## config.mk

```make
export PLATFORM = sky130hd
export DESIGN_NAME = ram_burst_engine
export DESIGN_NICKNAME = d
export VERILOG_FILES = /design/src/rtl/ram_burst_engine_pkg.sv /design/src/rtl/ram_stream_fifo.sv /design/src/rtl/ram_burst_engine.sv
export SDC_FILE = /design/constraint.sdc
export NUM_CORES = 1
export LEC_CHECK = 0
export CORE_UTILIZATION = 50
export DETAILED_ROUTE_END_ITERATION = 10
export MAX_ROUTING_LAYER = met4
export PLACE_DENSITY = 0.9
export SLEW_MARGIN = 25
export SYNTH_ARGS = -nofsm -noshare
export SYNTH_HDL_FRONTEND = slang
export SYNTH_SLANG_ARGS = --single-unit
```

## constraint.sdc

```tcl
create_clock -name clk -period 3.7 [get_ports clk]
set_input_delay 0.74 -clock clk [delete_from_list [all_inputs] [get_ports clk]]
set_output_delay 0.74 -clock clk [all_outputs]
set_load 0.01 [all_outputs]
```

## src/rtl/ram_burst_engine_pkg.sv

```systemverilog
// Shared definitions for the RAM burst engine: default widths,
// rw/op encodings and the sequencer state type.
package ram_burst_engine_pkg;

  localparam int ADDR_W_DEF     = 23;
  localparam int DATA_W_DEF     = 32;
  localparam int LEN_W_DEF      = 16;
  localparam int FIFO_DEPTH_DEF = 4;

  localparam logic RW_READ  = 1'b0;
  localparam logic RW_WRITE = 1'b1;

  localparam logic OP_READ = 1'b0;
  localparam logic OP_FILL = 1'b1;

  typedef enum logic [1:0] {
    ST_IDLE   = 2'd0,
    ST_READ   = 2'd1,
    ST_FILL   = 2'd2,
    ST_FINISH = 2'd3
  } state_t;

endpackage

```

## src/rtl/ram_stream_fifo.sv

```systemverilog
// Synchronous read-return FIFO (async reset). Ports: push/push_data in,
// pop/pop_data out (head word), count/empty/full status.
module ram_stream_fifo #(
  parameter int WIDTH = 32,
  parameter int DEPTH = 4
) (
  input  logic                     clk,
  input  logic                     rst,
  input  logic                     push,
  input  logic [WIDTH-1:0]         push_data,
  input  logic                     pop,
  output logic [WIDTH-1:0]         pop_data,
  output logic [$clog2(DEPTH):0]   count,
  output logic                     empty,
  output logic                     full
);

  localparam int PW = $clog2(DEPTH);
  localparam int CW = PW + 1;

  logic [WIDTH-1:0] mem [DEPTH];
  logic [PW-1:0]    wr_ptr;
  logic [PW-1:0]    rd_ptr;
  logic             do_push;
  logic             do_pop;

  assign empty    = (count == '0);
  assign full     = (count == CW'(DEPTH));
  assign do_push  = push && !full;
  assign do_pop   = pop && !empty;
  assign pop_data = mem[rd_ptr];

  always_ff @(posedge clk) begin
    if (do_push) begin
      mem[wr_ptr] <= push_data;
    end
  end

  // Pointers wrap naturally since DEPTH is a power of two.
  always_ff @(posedge clk or posedge rst) begin
    if (rst) begin
      wr_ptr <= '0;
      rd_ptr <= '0;
      count  <= '0;
    end else begin
      if (do_push) begin
        wr_ptr <= wr_ptr + PW'(1);
      end
      if (do_pop) begin
        rd_ptr <= rd_ptr + PW'(1);
      end
      count <= count + CW'(do_push) - CW'(do_pop);
    end
  end

endmodule

```

## src/rtl/ram_burst_engine.sv

```systemverilog
// Burst sequencer: accepts cmd (op/addr/len/data), issues RAM accesses
// (addr/rw/data_in/in_valid vs busy), streams reads out via dout ready/valid.
module ram_burst_engine
  import ram_burst_engine_pkg::*;
#(
  parameter int ADDR_W     = ADDR_W_DEF,
  parameter int DATA_W     = DATA_W_DEF,
  parameter int LEN_W      = LEN_W_DEF,
  parameter int FIFO_DEPTH = FIFO_DEPTH_DEF
) (
  input  logic              clk,
  input  logic              rst,
  input  logic              cmd_valid,
  output logic              cmd_ready,
  input  logic              cmd_op,
  input  logic [ADDR_W-1:0] cmd_addr,
  input  logic [LEN_W-1:0]  cmd_len,
  input  logic [DATA_W-1:0] cmd_data,
  output logic [ADDR_W-1:0] addr,
  output logic              rw,
  output logic [DATA_W-1:0] data_in,
  output logic              in_valid,
  input  logic              busy,
  input  logic [DATA_W-1:0] data_out,
  input  logic              out_valid,
  output logic [DATA_W-1:0] dout,
  output logic              dout_valid,
  input  logic              dout_ready,
  output logic              active,
  output logic              done
);

  localparam int CW = $clog2(FIFO_DEPTH) + 1;

  state_t            state;
  logic [ADDR_W-1:0] cur;
  logic [LEN_W-1:0]  remaining;
  logic [CW-1:0]     in_flight;

  logic [CW-1:0]     fifo_count;
  logic              fifo_empty;
  logic              fifo_full;
  logic [CW:0]       occupancy;
  logic              credit_ok;
  logic              rd_issue;
  logic              wr_issue;
  logic              ret;

  // Words already queued plus words still on their way back must
  // fit in the FIFO, so a read is only issued with a free slot.
  assign occupancy = {1'b0, fifo_count} + {1'b0, in_flight};
  assign credit_ok = !fifo_full
                  && (occupancy < (CW+1)'(FIFO_DEPTH));

  assign rd_issue = (state == ST_READ) && !busy
                 && (remaining != '0) && credit_ok;
  assign wr_issue = (state == ST_FILL) && !busy
                 && (remaining != '0);

  // Returns with nothing outstanding (stale after reset) are dropped.
  assign ret = out_valid && (in_flight != '0);

  assign in_valid  = rd_issue || wr_issue;
  assign addr      = cur;
  assign cmd_ready = (state == ST_IDLE);
  assign active    = (state != ST_IDLE);
  assign done      = (state == ST_FINISH);
  assign dout_valid = !fifo_empty;

  ram_stream_fifo #(
    .WIDTH (DATA_W),
    .DEPTH (FIFO_DEPTH)
  ) u_fifo (
    .clk       (clk),
    .rst       (rst),
    .push      (ret),
    .push_data (data_out),
    .pop       (dout_ready),
    .pop_data  (dout),
    .count     (fifo_count),
    .empty     (fifo_empty),
    .full      (fifo_full)
  );

  always_ff @(posedge clk or posedge rst) begin
    if (rst) begin
      state     <= ST_IDLE;
      cur       <= '0;
      remaining <= '0;
      in_flight <= '0;
      rw        <= RW_READ;
      data_in   <= '0;
    end else begin
      in_flight <= in_flight + CW'(rd_issue) - CW'(ret);
      unique case (state)
        ST_IDLE: begin
          if (cmd_valid) begin
            cur       <= cmd_addr;
            remaining <= cmd_len;
            data_in   <= cmd_data;
            rw        <= (cmd_op == OP_FILL) ? RW_WRITE : RW_READ;
            if (cmd_len == '0) begin
              state <= ST_FINISH;
            end else if (cmd_op == OP_FILL) begin
              state <= ST_FILL;
            end else begin
              state <= ST_READ;
            end
          end
        end
        ST_READ: begin
          if (rd_issue) begin
            cur       <= cur + ADDR_W'(1);
            remaining <= remaining - LEN_W'(1);
          end
          if ((remaining == '0) && (in_flight == '0)) begin
            state <= ST_FINISH;
          end
        end
        ST_FILL: begin
          if (wr_issue) begin
            cur       <= cur + ADDR_W'(1);
            remaining <= remaining - LEN_W'(1);
          end
          if (remaining == '0) begin
            state <= ST_FINISH;
          end
        end
        ST_FINISH: begin
          state <= ST_IDLE;
        end
        default: begin
          state <= ST_IDLE;
        end
      endcase
    end
  end

endmodule

```

* Word level (Yosys, flattened, before mapping)
Memory sizes are Yosys's and may differ from the RTL's.
Index checks and enable logic that the tools add are counted.
** Cells by class
- $add $sub $neg :: 9
- Muxes and demuxes :: 17
- Reduce and logical (&&, ||, !) cells :: 26
- Order comparisons :: 1
- Eq/ne operators :: 9
** Operators by type and width (count)
- 2-to-1 mux 23 bit :: 3
- one-hot mux 23 bit (3 select lines) :: 1
- 2-to-1 mux 16 bit :: 3
- one-hot mux 16 bit (3 select lines) :: 1
- zero test 16 bit :: 2
- adder 23 x 1 -> 23 bit, second input constant :: 1
- nonzero test 16 bit :: 1
- subtractor 16 x 1 -> 16 bit, second input constant :: 1
- logical AND 1 bit :: 10
- 2-to-1 mux 2 bit :: 5
- one-hot mux 2 bit (4 select lines) :: 1
- adder 3 x 1 -> 3 bit :: 2
- zero test 3 bit :: 2
- != test 2 bit, second input constant :: 3
- nonzero test 3 bit :: 2
- subtractor 3 x 1 -> 3 bit :: 2
- adder 2 x 1 -> 2 bit, second input constant :: 2
- adder 3 x 3 -> 4 bit :: 1
- equality test 2 bit, second input constant :: 2
- less-than comparator 4 x 3 -> 1 bit, second input constant :: 1
- != test 2 x 1 -> 1 bit, second input constant :: 2
- AND reduction 4 bit :: 1
- equality test 3 bit, second input constant :: 1
- zero test 1 bit :: 3
- other kinds (7) :: 9
** Word-level totals
- Memories :: 1
- Logic and storage cells :: 72
- Register bits :: 84
- Input bits :: 110
- Output and inout port bits :: 93
- Memory bits (writable) :: 128
** Memories
- u_fifo.mem :: depth 4, width 32, read ports 1, clocked after Yosys merged registers in 0, write ports 1, RTL line ram_stream_fifo.sv:21 : logic [WIDTH-1:0] mem [DEPTH];

* Longest topological paths before layout
- Depth after elaboration :: 6
- Gate-level depth with buffers :: 13

* By module
From an unflattened synthesis, not the netlist that was laid out.
** Second synthesis, totals
- Cells, all modules :: 635
- Area total of the unflattened synthesis :: 9287.7 sq um
** Modules (own cells, without submodules)
- ram_stream_fifo :: cells an instance 211, times used 1, area each 5133.7 sq um
- ram_burst_engine :: cells an instance 424, times used 1, area each 4154.0 sq um

* Least setup slack after synthesis
Ideal clock, no wire load.
- Kind :: flip-flop to flip-flop
- Start point :: register in_flight[2]
- End point :: register in_flight[2]
- Cell stages (with the launch flop) :: 12
- Required time :: 3.575 ns
- Arrival time :: 2.606 ns
- Setup slack :: 0.969 ns
- Cells stage by stage :: dfrtp_1 ha_1 or4b_1 a311oi_2 nand2_1 ha_1 inv_1 ha_1 inv_1 fa_1 xnor2_1 xnor2_1
** On the way
- Longest elaborated chain between the ends :: 6
- Elaborated cells between the ends (all ways) :: 8
- Classes of those cells :: 3 x add/sub; 1 x order compare; 4 x reduce/logical
** RTL lines
- from (decl) :: RTL line ram_burst_engine.sv:38 : logic [CW-1:0] in_flight;
- from (signal assigned) :: RTL line ram_burst_engine.sv:94 : in_flight <= in_flight + CW'(rd_issue) - CW'(ret);
- adder 3 x 3 -> 4 bit :: RTL line ram_burst_engine.sv:51 : assign occupancy = {1'b0, fifo_count} + {1'b0, in_flight};
- less-than comparator 4 x 3 -> 1 bit :: RTL line ram_burst_engine.sv:53 : && (occupancy < (CW+1)'(FIFO_DEPTH));
- logical AND 1 bit :: RTL line ram_burst_engine.sv:53
- logical AND 1 bit :: RTL line ram_burst_engine.sv:56 : && (remaining != '0) && credit_ok;
- adder 3 x 1 -> 3 bit :: RTL line ram_burst_engine.sv:94
- subtractor 3 x 1 -> 3 bit (*) :: RTL line ram_burst_engine.sv:94
Mark *: on every way between the ends. The rest lies on a longest branch, timed or not.
A chain may end at the register's enable or synchronous reset.

* Worst setup path after layout
- Start point :: register state[1]
- End point :: output in_valid
** On the way
- Longest elaborated chain between the ends :: 5
- Elaborated cells between the ends (all ways) :: 8
- Classes of those cells :: 2 x eq/ne; 6 x reduce/logical
** RTL lines
- from (decl) :: RTL line ram_burst_engine.sv:35 : state_t state;
- from (signal assigned) :: RTL line ram_burst_engine.sv:87 : state <= ST_IDLE;
- from (signal assigned) :: RTL line ram_burst_engine.sv:103 : state <= ST_FINISH;
- from (signal assigned) :: RTL line ram_burst_engine.sv:105 : state <= ST_FILL;
- equality test 2 x 1 -> 1 bit :: RTL line ram_burst_engine.sv:55 : assign rd_issue = (state == ST_READ) && !busy
- logical AND 1 bit :: RTL line ram_burst_engine.sv:55
- logical AND 1 bit (2 in a row) :: RTL line ram_burst_engine.sv:56
- logical OR 1 bit (*) :: RTL line ram_burst_engine.sv:63 : assign in_valid = rd_issue || wr_issue;
- to (decl) :: RTL line ram_burst_engine.sv:22 : output logic in_valid,
Marks and branches as above.

==> metrics.md <==
| Metric | Value |
|---|---|
| Pins Over Slew Limit | 0 |
| Worst setup path start | state[1]$_DFFE_PP0P_ |
| Drt wl/cell | 19.5 µm |
| Post-CTS Setup Bufs | 0 |
| Internal | 7200 µW |
| Critical path endpoint category | output port |
| Worst reg2reg path startpoint | state[1]$_DFFE_PP0P_ |
| Layout cell share with drive strength beyond 1 | 14.5% |
| Comb pwr share | 45.7% |
| CTS root buffer | clkbuf_16 |
| Leak | 0.00438 µW |
| Unrepaired setup endpoints after global routing | false |
| Clock Sinks | 212 |
| WS Path Type | reg -> out |
| Worst-Skew Late Latency | 490 ps |
| Largest net degree at the start of global routing | 63 |
| Clk network pwr share | 19.1% |
| Die area | 18,800 µm² |
| Initial DRC count | 368 |
| Worst Path Arrival | 2810 ps |
| Post-synth EDFFs | 128 |
| First-pass GRT wire length | 32,100 µm |
| Vias per inst | 5.77 |
| FMAX | 282 MHz |
| Final cell area excluding filler cells | 12,100 µm² |
| Hold path endpoint | data_in[16]$_DFFE_PP0P_ |
| Initial antenna violation count | 1 |
| R2R setup slack | 730 ps |
| Resized Gates After CTS | 0 |
| Post-Synthesis Cell Area | 9130 µm² |
| Most common cell after layout, fill and taps aside | clkdlybuf4s50_1 |
| HP Start | data_in[16]$_DFFE_PP0P_ |
| Max incr delay on CP | 550 ps |
| Critical-path cell list | inv_1 -> ha_1 -> or4b_1 -> a311oi_2 -> o21a_1 -> clkdlybuf4s50_1 |
| Worst path required time | 2960 ps |
| Synth area leader | edfxtp_1 |
| Slew headroom | 53.7% |
| Num CTS Buffers | 22 |
| Die width | 137 µm |
| Top cell type's share of synthesized area | 42.1% |
| Status | complete, no violations |
| Mapped Cells | 620 |
| # DRC | 0 |
| Share of power burned in registers | 35.2% |
| CP startpoint kind | register |
| Vias in the first global route | 6,326 |
| Final min period | 3550 ps |
| Clock buffer depth | 3 |
| Starting Density | 51.0% |
| Vias | 6,164 |
| H-tree depth | 1 |
| Setup TNS | 0 ps |
| Sequential share of the synthesized area | 65.2% |
| Final worst path period share | 95.9% |
| Port Buffers | 202 |
| Fin nets | 954 |
| Die Span Y | 137 µm |
| Post-DP HPWL | 14,000 µm |
| Crit Path Max Fanout | 4 |
| FF+latch count, synth | 212 |
| Sw frac | 34.8% |
| Number of hold violations in the final report | 0 |
| Yosys warnings | 0 |
| Worst r2r path cells | 12 |
| CTS tree | done |
| VDD IR-drop max | 0.000660 V |
| Top FF cell, synth | edfxtp_1 |
| Total of max-cap violations | 0 |
| Class of the worst hold path | reg -> reg |
| Synthesized Nets | 749 |
| Syn Area/Cell | 14.7 µm² |
| Post-synthesis cell type count | 49 |
| Num rows | 49 |
| Placed instance area | 11,400 µm² |
| Core area | 17,900 µm² |
| Clock skew | 14.2 ps |
| Worst Max-Slew Pin Slew | 689 ps |
| Clk slew on worst S/H paths | 60 ps |
| Top-Level Pins | 203 |
| Synth top area cells | edfxtp_1 (42%), dfrtp_1 (23%), mux4_2 (7.9%), mux2_2 (4.1%), ha_1 (2.3%) |
| PD cells | 911 nW/µm² |
| WL final | 20,800 µm |
| Hold Buf Count CTS | 0 |
| P_sw | 3840 µW |
| Hold Path Stages | 1 |
| Number of detailed-route iterations in the first pass | 6 |
| Gr ovfl total | 0 |
| GRT Util Overall | 23.0% |
| P&R area growth vs syn | 32.7% |
| Slowest-stage cell, CP | clkdlybuf4s50_1 |
| Final Wtd Congestion | 0.851 |
| Reg2reg end | in_flight[2]$_DFF_PP0_ |
| # setup viols final | 0 |
| Ys async rst share | 39.6% |
| Commonest non-fill, non-tap cells in the layout | clkdlybuf4s50_1 (202), edfxtp_1 (128), dfrtp_1 (83) |
| Post-detailed-route count of antenna-violating nets | 0 |
==> synth_stat cells (2+ instances only) <==
cell type / instances
nand2b_1: 6
nand4_1: 8
a2bb2oi_2: 4
nor3_1: 6
o22ai_1: 20
nor2_1: 15
xor2_1: 2
clkbuf_1: 19
mux4_2: 32
and3_1: 2
a21oi_2: 4
xnor2_1: 5
o21ai_0: 28
nor3b_1: 2
fa_1: 2
a21oi_1: 41
nor2b_1: 7
or3_1: 3
buf_6: 2
buf_1: 7
nand3_1: 24
inv_1: 18
nand2_1: 41
ha_1: 17
mux2i_1: 4
dfrtp_1: 84
edfxtp_1: 128
nor4_1: 7
buf_2: 5
a2bb2oi_1: 19
and2_1: 8
mux2_2: 33
==> final cells by class <==
type	instances	area, µm²
Clock buffer	27	591
Timing Repair Buffer	214	2140
Tap cell	229	287
Inverter	18	68.8
Multi-Input combinational cell	357	2980
Fill cell	1237	5790
Clock inverter	11	100
Sequential cell	212	5950
Antenna cell	1	2.50
==> per-stage QoR <==
stage / setup WS (ps) / hold slack [ps] / util [%] / std cells / power (µW)
after CTS: 166 / 508 / 67.6 / 1068 / 11100
final: 153 / 506 / 67.7 / 1069 / 11000
after floorplan: 795 / 478 / - / 620 / 6910
after global routing: 7.72 / 526 / 67.7 / 1069 / 11700
after detailed placement: 720 / 498 / 63.7 / 1030 / 8910
after global placement: 744 / 486 / 63.7 / 1030 / 8690
==> state kept, by name, summed over array words and instances (netlist names) <==
register	flops
rw	1
data_in	32
in_flight	3
state	2
addr	23
u_fifo.rd_ptr	2
u_fifo.count	3
u_fifo.wr_ptr	2
remaining	16
u_fifo.mem	128
==> how the worst max path moves through the flow <==
stage	end	slack (ps)	cells after the start
2_1_floorplan	addr[0]$_DFFE_PP0P_	790	1
4_1_cts	in_valid	170	6
5_1_grt	in_valid	8	6
3_5_place_dp	in_valid	720	6
3_3_place_gp	in_valid	740	6
6_report	in_valid	150	6
==> worst max-delay path: cells and delay by family (launching register included) <==
| family | cells | cell delay [ps] |
|---|---|---|
| compound gates | 2 | 520 |
| fa+ha+maj | 1 | 230 |
| buf+inv | 2 | 700 |
| flops | 1 | 400 |
| simple gates | 1 | 460 |
==> cell families after synthesis <==
group | synth area share [%]
flops | 65.2
simple gates | 8.02
compound gates | 8.64
mux | 12.4
buf+inv | 2.33
fa+ha+maj | 2.77
xor+xnor | 0.672
==> per-layer routing <==
layer | share of wire (%) | global-route usage (%) | wire (µm)
met2 | 51 | 39.1 | 10500
met5 | 0 | - | 0
met4 | 2.2 | 6.41 | 459
met3 | 7.8 | 4.85 | 1630
met1 | 39 | 27.8 | 8170
==> power groups by stage <==
stage | Combinational, µW | Clock [µW] | Sequential, µW
2_1_floorplan | 3020 | 0 | 3890
3_5_place_dp | 5010 | 0 | 3900
5_1_grt | 5490 | 2250 | 3970
4_1_cts | 5060 | 2160 | 3870
3_3_place_gp | 4850 | 0 | 3840
6_report | 5050 | 2110 | 3880
(Power assumes the default switching activity.)
